--- src/rtl/i2c_pkg.sv ---
// Shared types and constants for the I2C slave memory controller.
package i2c_pkg;

    typedef enum logic [3:0] {
        ST_IDLE,
        ST_ADDR,
        ST_ADDR_ACK,
        ST_PTR,
        ST_PTR_ACK,
        ST_WDATA,
        ST_WDATA_ACK,
        ST_RDATA,
        ST_RD_ACK,
        ST_IGNORE
    } state_e;

    localparam logic ACK     = 1'b0;
    localparam logic NACK    = 1'b1;
    localparam logic RW_READ = 1'b1;

    // General call (0x00) and the 10-bit prefix 11110xx never match.
    function automatic logic addr_match(input logic [7:0] addr_byte,
                                        input logic [6:0] slave_addr);
        return (addr_byte[7:1] == slave_addr) &&
               (addr_byte[7:1] != 7'h00) &&
               (addr_byte[7:3] != 5'b11110);
    endfunction

endpackage

--- src/rtl/i2c_slave_mem_ctrl_if.sv ---
// Pad-side I2C lines plus the single-cycle memory bus of the I2C slave.
interface i2c_slave_mem_ctrl_if;

    logic       scl_i;
    logic       sda_i;
    logic       sda_oe;
    logic       mem_ce;
    logic       mem_wren;
    logic       mem_rden;
    logic [7:0] mem_addr;
    logic [7:0] mem_wdata;
    logic [7:0] mem_rdata;
    logic       busy;

    modport slave (
        input  scl_i, sda_i, mem_rdata,
        output sda_oe, mem_ce, mem_wren, mem_rden, mem_addr, mem_wdata, busy
    );

    modport master (
        output scl_i, sda_i, mem_rdata,
        input  sda_oe, mem_ce, mem_wren, mem_rden, mem_addr, mem_wdata, busy
    );

endinterface

--- src/rtl/i2c_line_sync.sv ---
// Synchronizes SCL/SDA and produces registered SCL edge and START/STOP events.
module i2c_line_sync #(
    parameter int STAGES = 2
) (
    input  logic clk,
    input  logic reset,
    input  logic scl_i,
    input  logic sda_i,
    output logic sda,
    output logic scl_rise,
    output logic scl_fall,
    output logic start,
    output logic stop
);

    logic [STAGES-1:0] scl_sync;
    logic [STAGES-1:0] sda_sync;
    logic              scl_d;
    logic              sda_d;
    logic              scl_s;
    logic              sda_s;

    assign scl_s = scl_sync[STAGES-1];
    assign sda_s = sda_sync[STAGES-1];

    always_ff @(posedge clk) begin
        if (reset) begin
            // NOTE: synchronizer flops reset to the idle-high bus level so that
            // leaving reset can never fabricate a START or STOP event.
            scl_sync <= '1;
            sda_sync <= '1;
            scl_d    <= 1'b1;
            sda_d    <= 1'b1;
            sda      <= 1'b1;
            scl_rise <= 1'b0;
            scl_fall <= 1'b0;
            start    <= 1'b0;
            stop     <= 1'b0;
        end else begin
            scl_sync <= {scl_sync[STAGES-2:0], scl_i};
            sda_sync <= {sda_sync[STAGES-2:0], sda_i};
            scl_d    <= scl_s;
            sda_d    <= sda_s;
            sda      <= sda_s;
            scl_rise <= scl_s & ~scl_d;
            scl_fall <= ~scl_s & scl_d;
            start    <= scl_s & scl_d & sda_d & ~sda_s;
            stop     <= scl_s & scl_d & ~sda_d & sda_s;
        end
    end

endmodule

--- src/rtl/i2c_slave_mem_ctrl.sv ---
// I2C slave protocol engine: turns bus transactions into single-cycle memory
// accesses through an auto-incrementing 8-bit byte pointer.
module i2c_slave_mem_ctrl
    import i2c_pkg::*;
#(
    parameter logic [6:0] SLAVE_ADDR  = 7'h50,
    parameter int         SYNC_STAGES = 2
) (
    input  logic                 clk,
    input  logic                 reset,
    i2c_slave_mem_ctrl_if.slave  bus
);

    logic       sda;
    logic       scl_rise;
    logic       scl_fall;
    logic       start;
    logic       stop;

    state_e     state;
    logic [3:0] bit_cnt;
    logic [7:0] rx_shift;
    logic [7:0] tx_shift;
    logic [7:0] ptr;
    logic       rw;
    logic       ack_on;   // ACK states: ACK driven; RD_ACK: master acked
    logic       rd_pend;
    logic [7:0] rx_byte;

    i2c_line_sync #(.STAGES(SYNC_STAGES)) u_sync (
        .clk      (clk),
        .reset    (reset),
        .scl_i    (bus.scl_i),
        .sda_i    (bus.sda_i),
        .sda      (sda),
        .scl_rise (scl_rise),
        .scl_fall (scl_fall),
        .start    (start),
        .stop     (stop)
    );

    assign rx_byte = {rx_shift[6:0], sda};

    always_ff @(posedge clk) begin
        if (reset) begin
            state         <= ST_IDLE;
            bit_cnt       <= '0;
            rx_shift      <= '0;
            tx_shift      <= '0;
            ptr           <= '0;
            rw            <= 1'b0;
            ack_on        <= 1'b0;
            rd_pend       <= 1'b0;
            bus.sda_oe    <= 1'b0;
            bus.mem_ce    <= 1'b0;
            bus.mem_wren  <= 1'b0;
            bus.mem_rden  <= 1'b0;
            bus.mem_addr  <= '0;
            bus.mem_wdata <= '0;
            bus.busy      <= 1'b0;
        end else begin
            // NOTE: all state updates are non-blocking, so every test below sees
            // the pre-edge value (e.g. mem_addr <= ptr uses ptr before ptr++).
            bus.mem_ce   <= 1'b0;
            bus.mem_wren <= 1'b0;
            bus.mem_rden <= 1'b0;
            rd_pend      <= bus.mem_rden;
            if (rd_pend)
                tx_shift <= bus.mem_rdata;

            if (start) begin
                state      <= ST_ADDR;
                bit_cnt    <= '0;
                ack_on     <= 1'b0;
                bus.sda_oe <= 1'b0;
            end else if (stop) begin
                state      <= ST_IDLE;
                ack_on     <= 1'b0;
                bus.sda_oe <= 1'b0;
                bus.busy   <= 1'b0;
            end else if (scl_rise) begin
                case (state)
                    ST_ADDR, ST_PTR, ST_WDATA: begin
                        rx_shift <= rx_byte;
                        bit_cnt  <= bit_cnt + 4'd1;
                        if (bit_cnt == 4'd7) begin
                            bit_cnt <= '0;
                            ack_on  <= 1'b0;
                            if (state == ST_ADDR) begin
                                if (addr_match(rx_byte, SLAVE_ADDR)) begin
                                    state    <= ST_ADDR_ACK;
                                    bus.busy <= 1'b1;
                                    rw       <= rx_byte[0];
                                    if (rx_byte[0] == RW_READ) begin
                                        bus.mem_ce   <= 1'b1;
                                        bus.mem_rden <= 1'b1;
                                        bus.mem_addr <= ptr;
                                    end
                                end else begin
                                    state    <= ST_IGNORE;
                                    bus.busy <= 1'b0;
                                end
                            end else if (state == ST_PTR) begin
                                ptr   <= rx_byte;
                                state <= ST_PTR_ACK;
                            end else begin
                                bus.mem_ce    <= 1'b1;
                                bus.mem_wren  <= 1'b1;
                                bus.mem_addr  <= ptr;
                                bus.mem_wdata <= rx_byte;
                                ptr           <= ptr + 8'd1;
                                state         <= ST_WDATA_ACK;
                            end
                        end
                    end
                    ST_RDATA: bit_cnt <= bit_cnt + 4'd1;
                    ST_RD_ACK: begin
                        ptr <= ptr + 8'd1;
                        if (sda == NACK) begin
                            state <= ST_IGNORE;
                        end else begin
                            ack_on       <= 1'b1;
                            bus.mem_ce   <= 1'b1;
                            bus.mem_rden <= 1'b1;
                            bus.mem_addr <= ptr + 8'd1;
                        end
                    end
                    default: ;
                endcase
            end else if (scl_fall) begin
                case (state)
                    ST_ADDR_ACK, ST_PTR_ACK, ST_WDATA_ACK: begin
                        if (!ack_on) begin
                            bus.sda_oe <= ~ACK;
                            ack_on     <= 1'b1;
                        end else begin
                            ack_on  <= 1'b0;
                            bit_cnt <= '0;
                            if (state == ST_ADDR_ACK && rw == RW_READ) begin
                                state      <= ST_RDATA;
                                bus.sda_oe <= ~tx_shift[7];
                                tx_shift   <= tx_shift << 1;
                            end else begin
                                bus.sda_oe <= 1'b0;
                                state      <= (state == ST_ADDR_ACK) ? ST_PTR : ST_WDATA;
                            end
                        end
                    end
                    ST_RDATA: begin
                        if (bit_cnt == 4'd8) begin
                            bus.sda_oe <= 1'b0;
                            ack_on     <= 1'b0;
                            state      <= ST_RD_ACK;
                        end else begin
                            bus.sda_oe <= ~tx_shift[7];
                            tx_shift   <= tx_shift << 1;
                        end
                    end
                    ST_RD_ACK: begin
                        if (ack_on) begin
                            ack_on     <= 1'b0;
                            bit_cnt    <= '0;
                            state      <= ST_RDATA;
                            bus.sda_oe <= ~tx_shift[7];
                            tx_shift   <= tx_shift << 1;
                        end
                    end
                    default: ;
                endcase
            end
        end
    end

endmodule

--- src/flat_wrapper.sv ---
// flat-port wrapper written by rule: the top's interface ports become plain ports
module i2c_slave_mem_ctrl_flat import i2c_pkg::*;
#(
    parameter logic [6:0] SLAVE_ADDR  = 7'h50,
    parameter int         SYNC_STAGES = 2
)
  (clk, reset, bus_scl_i, bus_sda_i, bus_mem_rdata, bus_sda_oe, bus_mem_ce, bus_mem_wren, bus_mem_rden, bus_mem_addr, bus_mem_wdata, bus_busy);
  i2c_slave_mem_ctrl_if bus_i ();
  input  logic clk;
  input  logic reset;
  input wire logic [$bits(bus_i.scl_i)-1:0] bus_scl_i;
  input wire logic [$bits(bus_i.sda_i)-1:0] bus_sda_i;
  input wire logic [$bits(bus_i.mem_rdata)-1:0] bus_mem_rdata;
  output wire logic [$bits(bus_i.sda_oe)-1:0] bus_sda_oe;
  output wire logic [$bits(bus_i.mem_ce)-1:0] bus_mem_ce;
  output wire logic [$bits(bus_i.mem_wren)-1:0] bus_mem_wren;
  output wire logic [$bits(bus_i.mem_rden)-1:0] bus_mem_rden;
  output wire logic [$bits(bus_i.mem_addr)-1:0] bus_mem_addr;
  output wire logic [$bits(bus_i.mem_wdata)-1:0] bus_mem_wdata;
  output wire logic [$bits(bus_i.busy)-1:0] bus_busy;
  assign bus_i.scl_i = bus_scl_i;
  assign bus_i.sda_i = bus_sda_i;
  assign bus_i.mem_rdata = bus_mem_rdata;
  assign bus_sda_oe = bus_i.sda_oe;
  assign bus_mem_ce = bus_i.mem_ce;
  assign bus_mem_wren = bus_i.mem_wren;
  assign bus_mem_rden = bus_i.mem_rden;
  assign bus_mem_addr = bus_i.mem_addr;
  assign bus_mem_wdata = bus_i.mem_wdata;
  assign bus_busy = bus_i.busy;
  i2c_slave_mem_ctrl #(.SLAVE_ADDR(SLAVE_ADDR), .SYNC_STAGES(SYNC_STAGES)) u_core (.clk(clk), .reset(reset), .bus(bus_i));
endmodule
--- config.mk ---
export PLATFORM = sky130hd
export DESIGN_NAME = i2c_slave_mem_ctrl_flat
export DESIGN_NICKNAME = d
export VERILOG_FILES = /design/src/rtl/i2c_pkg.sv /design/src/rtl/i2c_slave_mem_ctrl_if.sv /design/src/rtl/i2c_line_sync.sv /design/src/rtl/i2c_slave_mem_ctrl.sv /design/src/flat_wrapper.sv
export SDC_FILE = /design/constraint.sdc
export NUM_CORES = 1
export LEC_CHECK = 0
export CORE_MARGIN = 1
export CORE_UTILIZATION = 35
export CTS_CLUSTER_DIAMETER = 120
export DETAILED_ROUTE_END_ITERATION = 16
export PLACE_DENSITY = 0.63
export SLEW_MARGIN = 20
export SYNTH_ARGS = -nofsm -noshare
export SYNTH_HDL_FRONTEND = slang
export SYNTH_SLANG_ARGS = --single-unit
--- constraint.sdc ---
create_clock -name clk -period 2.55 [get_ports clk]
set_input_delay 0.6375 -clock clk [delete_from_list [all_inputs] [get_ports clk]]
set_output_delay 0.6375 -clock clk [all_outputs]
set_load 0.005 [all_outputs]
=== Word level (Yosys, flattened, before mapping) ===
Index checks and enable logic that the tools add are counted.

* Register bits: 65
* Input bits: 12
* Output and inout bits: 21
* Word-level logic and storage cells: 184

* $add $sub $neg: 2
* Equal/unequal tests: 33
* Muxes and demuxes: 72
* Bitwise logic cells: 19
* Reductions and logical operators: 34

{| class="wikitable"
|+ Operator list
! kind !! count
|-
| 8-bit 2-to-1 mux || 18
|-
| 4-bit 2-to-1 mux || 15
|-
| 8-bit one-hot mux with 2 select lines || 2
|-
| 1-bit 2-to-1 mux || 26
|-
| 8-bit one-hot mux with 3 select lines || 1
|-
| 4-bit by 3-bit == test with 1-bit output (second input constant) || 5
|-
| 5-bit by 4-bit != test with 1-bit output (second input constant) || 4
|-
| 4-bit one-hot mux with 2 select lines || 2
|-
| 8-bit AND reduction || 2
|-
| 2-bit nonzero test || 8
|-
| 3-bit by 2-bit != test with 1-bit output (second input constant) || 5
|-
| 7-bit AND reduction || 2
|-
| 3-bit != test (second input constant) || 4
|-
| 1-bit inverter || 12
|-
| 4-bit one-hot mux with 3 select lines || 1
|-
| 6-bit AND reduction || 2
|-
| 5-bit != test (second input constant) || 2
|-
| 5-bit AND reduction || 2
|-
| 9-bit AND reduction || 1
|-
| 3-bit OR reduction || 3
|-
| 8-bit by 1-bit adder with 8-bit output (second input constant) || 1
|-
| 4-bit by 2-bit == test with 1-bit output (second input constant) || 2
|-
| 4-bit == test (second input constant) || 2
|-
| 4-bit AND reduction || 2
|-
| 20 further kinds || 36
|}

=== Logic depth before layout (Yosys ltp) ===
* Depth in word-level cells: 10
* Mapped depth: 8
* Depth with buffers taken out: 7

=== By module ===
From an unflattened synthesis, not the netlist that was laid out.

* Cells, all modules: 375
* Area, all modules: 3,263.1 sq um

{| class="wikitable"
|+ Modules (own cells, without submodules)
! module !! times used !! cells each !! area an instance (sq um) !! seq. area each (sq um)
|-
| i2c_slave_mem_ctrl || 1 || 353 || 2,962.8 || 1,101.1
|-
| i2c_line_sync || 1 || 22 || 300.3 || 200.2
|}

=== Worst setup path after synthesis ===
No wires, ideal clock.

* Path type: register to register
* Start: register u_core.state[1]
* End: register u_core.state[0]
* Setup time: 0.134 ns
* Arrival time: 1.813 ns
* Data required time: 2.416 ns
* Slack: 0.603 ns
* Cell stages (with the launch flop): 8
* Buffers on the path: 2
* Clock period less this slack: 1.947 ns
* Path through: dfxtp_1 -> buf_4 -> or4b_1 -> buf_4 -> nor3_2 -> a211oi_1 -> a2111oi_2 -> a211oi_1

* Longest elaborated chain between the ends: 9
* Elaborated cells on any way between the ends: 29
* Those cells by class: 14 x eq/ne; 10 x mux; 5 x reduce/logical

{| class="wikitable"
|+ RTL lines
! element !! RTL line !! source
|-
| from (decl) || i2c_slave_mem_ctrl.sv:20 || <nowiki>state_e state;</nowiki>
|-
| from (signal assigned) || i2c_slave_mem_ctrl.sv:145 || <nowiki>state <= (state == ST_ADDR_ACK) ? ST_PTR : ST_WDATA;</nowiki>
|-
| 4-bit by 2-bit == test with 1-bit output || i2c_slave_mem_ctrl.sv:131, i2c_slave_mem_ctrl.sv:139 ||
|-
| 1-bit logical AND || i2c_slave_mem_ctrl.sv:139 || <nowiki>if (state == ST_ADDR_ACK && rw == RW_READ) begin</nowiki>
|-
| 4-bit 2-to-1 mux || i2c_slave_mem_ctrl.sv:139 ||
|-
| 4-bit 2-to-1 mux || i2c_slave_mem_ctrl.sv:133 || <nowiki>if (!ack_on) begin</nowiki>
|-
| 4-bit one-hot mux with 3 select lines || i2c_slave_mem_ctrl.sv:131 || <nowiki>case (state)</nowiki>
|-
| 4-bit 2-to-1 mux || i2c_slave_mem_ctrl.sv:130 || <nowiki>end else if (scl_fall) begin</nowiki>
|-
| 4-bit 2-to-1 mux || i2c_slave_mem_ctrl.sv:81 || <nowiki>end else if (scl_rise) begin</nowiki>
|-
| 1-bit 2-to-1 mux || i2c_slave_mem_ctrl.sv:76 || <nowiki>end else if (stop) begin</nowiki>
|-
| 1-bit 2-to-1 mux || i2c_slave_mem_ctrl.sv:71 || <nowiki>if (start) begin</nowiki>
|}

Several ways; a longest one is shown, not always the timed one. The select of a mux whose other input is x is not followed.
A chain may end at the register's enable or synchronous reset.

=== Final worst setup path ===
* Start: register u_core.state[0]
* End: register u_core.bus.mem_addr[1]

* Longest elaborated chain between the ends: 4
* Elaborated cells on any way between the ends: 15
* Those cells by class: 9 x eq/ne; 3 x mux; 3 x reduce/logical

{| class="wikitable"
|+ RTL lines
! element !! RTL line !! source
|-
| 4-bit by 3-bit == test with 1-bit output, or another cell as far along || i2c_slave_mem_ctrl.sv:82 || <nowiki>case (state)</nowiki>
|-
| 3-bit OR reduction / 8-bit 2-to-1 mux (equally long branches) || i2c_slave_mem_ctrl.sv:82, i2c_slave_mem_ctrl.sv:89 ||
|-
| 3-bit != test (no line), or another cell as far along || n/a ||
|-
| 9-bit AND reduction (no line) / 8-bit one-hot mux with 2 select lines (equally long branches) || n/a ||
|-
| to (signal assigned) || i2c_slave_mem_ctrl.sv:97 || <nowiki>bus.mem_addr <= ptr;</nowiki>
|-
| to (signal assigned) || i2c_slave_mem_ctrl.sv:109 || <nowiki>bus.mem_addr <= ptr;</nowiki>
|-
| to (signal assigned) || i2c_slave_mem_ctrl.sv:125 || <nowiki>bus.mem_addr <= ptr + 8'd1;</nowiki>
|-
| to (decl) || i2c_slave_mem_ctrl_if.sv:17 || <nowiki>output sda_oe, mem_ce, mem_wren, mem_rden, mem_addr, mem_wdata, busy</nowiki>
|}

Several ways; a longest one is shown, not always the timed one. The select of a mux whose other input is x is not followed.

==> results by group <==
Min path
  • Hold path startpoint: u_core.u_sync.scl_sync[0]
  • Hold Crit Depth: 1
  • WHS Endpoint: u_core.u_sync.scl_sync[1]
  • Min-delay worst type: flip-flop to flip-flop

Die
  • Core area: 0.00933 mm2
  • IO Pins: 33
  • Die width: 101 um
  • Chip height: 101 um
  • Rows: 35
  • Die Area: 0.0102 mm2
  • Starting Density: 0.366

Synth
  • Synthesis Warnings: 0
  • Yosys reg bits: 65
  • Share of the synthesized area in the top cell type: 0.381
  • Mapped cell area: 0.00341 mm2
  • Post-Synthesis Cells: 400
  • Async set-reset flop share out of synthesis: 0
  • Synth cell types: 67
  • Post-Syn Nets: 415
  • Post-synth EDFFs: 0
  • Post-synthesis sequential area ratio: 0.381
  • Synthesized area per cell: 8.54 um2
  • Synth area leader: dfxtp_1
  • Top cells by area, synth: dfxtp_1 38%, mux2i_1 7.3%, nor2_1 4.6%
  • Synth Flop Type: dfxtp_1

STA
  • Crit share post-route: 0.850
  • Slew margin rel.: 0.586
  • Fin. Hold Viols: 0
  • Final Max Slew Viols: 0
  • Clock skew: 0.00560 ns
  • Min cycle time layout: 2.17 ns
  • Worst Tran Pin Value: 0.619 ns
  • Worst setup margin: 0.384 ns
  • Unrepaired setup endpoints after global routing: no
  • Setup TNS: 0 ns
  • Setup violations, final: 0
  • Fmax achieved: 462 MHz

Worst setup path
  • Crit path launch type: flip-flop
  • Critical R2R Capture: u_core.bus.mem_addr[1]
  • Critical path arrival: 2.44 ns
  • R2r worst-path depth: 5
  • Setup crit end kind: flip-flop
  • Crit Path Max Fanout: 13
  • Kind of critical path: flip-flop to flip-flop
  • Flop2flop setup slack: 0.38 ns
  • FF-to-FF Start: u_core.state[0]
  • CP required: 2.82 ns

Cells and area
  • FF/Latch Area: 0.00130 mm2
  • Commonest non-fill, non-tap cell in the layout: dfxtp_1
  • Fillers: 910
  • Proportion of layout cells with a drive suffix above 1: 0.130
  • Multi-input gate area: 0.00194 mm2
  • Antenna diode count: 0
  • Commonest cells after routing, fill and taps aside: 65 x dfxtp_1, 42 x nor2_1, 31 x clkdlybuf4s50_1, 30 x nand2_1, 25 x mux2i_1
  • Area grow syn2layout: 18.2%
  • Non-Filler Instances: 560
  • Fin nets: 442

CTS
  • Worst-path clk slew: 0.07 ns
  • Root Buffer: clkbuf_8
  • H-tree Lvls: 3
  • CTS tree: done
  • Clk sinks: 65
  • Post-CTS Resized: 0
  • Setup bufs post-CTS: 0
  • Clock Tree Buf Depth: 2
  • Clk Latency, worst-skew pair: 0.34 ns
  • TritonCTS Buffers: 9
  • Hold_buf cts: 0

Place
  • Placed cell count: 545
  • Worst slack, placed: 0.429 ns
  • DP Wirelength: 5.63 mm
  • Routability cong.: 0.875
  • Port bufs: 32

GRT
  • Vias in the first global route: 2772
  • Grt ovf: 0
  • Initial antenna violation count: 0
  • First-pass GRT wire length: 13.7 mm
  • Total track usage: 0.170
  • Largest net degree at the start of global routing: 33

Outcome
  • Outcome: finished clean

Pwr
  • Power Total: 1840 uW
  • PwrDens: 457 mW/mm2
  • Leakage: 0.00145 uW
  • Max VDD drop: 0.320 mV

Detailed routing
  • Detailed Route WL: 8.11 mm
  • Drt via density: 5.42
  • DR iter-0 viols: 202
  • Drt wl/cell: 14.5 um
  • Vias: 3035
  • ANT nets after route: 0
  • DRT Pass-1 Iters: 6
  • DRC violations left: 0

Job
  • Maxcap violations: 0
==> power breakdown <==
group	switching [uW]	internal (uW)	leakage, uW
sequential	7.51	1020	0.000525
clock	378	371	0.0000822
combinational	34.3	30.4	0.000839
total	420	1420	0.00145
==> cells by family (layout without fill, tap and decap cells) <==
group	count (synthesis)	count (layout)	synth area share
compound gates	96	96	0.192
xor+xnor	8	8	0.0205
fa+ha+maj	4	4	0.0139
buf+inv	42	73	0.0535
flops	65	65	0.381
mux	32	32	0.0964
simple gates	153	153	0.243
==> area by class of cell <==
type	count	area share
inverters	10	0.00930
clock inverters	3	0.00434
multi-input cells	293	0.480
repair buffers	48	0.108
well taps	129	0.0400
flip-flops and latches	65	0.322
clock buffers	12	0.0360
==> worst max-delay path: stages, from the launching register on <==
cell,delay [ns]
dfxtp_1,0.63
nor2b_1,0.42
nand3_1,0.15
a221o_1,0.53
a21o_1,0.23
a21oi_1,0.13
==> metal layers <==
metal	routed length (um)	global-route usage
met3	294	0.0333
met5	0	0
met1	4160	0.244
met2	3550	0.252
met4	111	0.0602
==> stage by stage <==
step / cell area, um2 / hold slack, ns / utilization
floorplan: 3410 / 0.389 / -
global placement: 3870 / 0.391 / 0.415
detailed placement: 3870 / 0.397 / 0.415
CTS: 4040 / 0.414 / 0.433
global route: 4040 / 0.432 / 0.433
finish: 4040 / 0.412 / 0.433
==> cell usage after synthesis, drive strengths merged, types with 5 or more instances <==
master and n:
a21oi 19, a31oi 14, buf 15, clkbuf 17, dfxtp 65, inv 10, mux2 7, mux2i 25
nand2 30, nand2b 5, nand3 11, nor2 42, nor2b 5, nor3 15, nor4 11, o21ai 20
or2 9
==> flip-flops by register name (all words and copies together) (netlist names), 2 cells and up <==
name,count
u_core.bus.mem_wdata,8
u_core.state,4
u_core.u_sync.sda_sync,2
u_core.u_sync.scl_sync,2
u_core.bus.mem_addr,8
u_core.tx_shift,8
u_core.ptr,8
u_core.rx_shift,7
u_core.bit_cnt,4
==> worst max-delay path by stage <==
stage | depth (start not counted) | slack [ns] | from | endpoint
6_report | 5 | 0.38 | u_core.state[0] | u_core.bus.mem_addr[1]
5_1_grt | 5 | 0.22 | u_core.state[0] | u_core.tx_shift[1]
4_1_cts | 5 | 0.41 | u_core.state[0] | u_core.bus.mem_addr[1]
3_5_place_dp | 5 | 0.43 | u_core.state[0] | u_core.bus.mem_addr[1]
3_3_place_gp | 5 | 0.44 | u_core.state[0] | u_core.bus.mem_addr[1]
2_1_floorplan | 7 | 0.60 | u_core.state[1] | u_core.state[0]
Power figures use the tool's default switching activity.
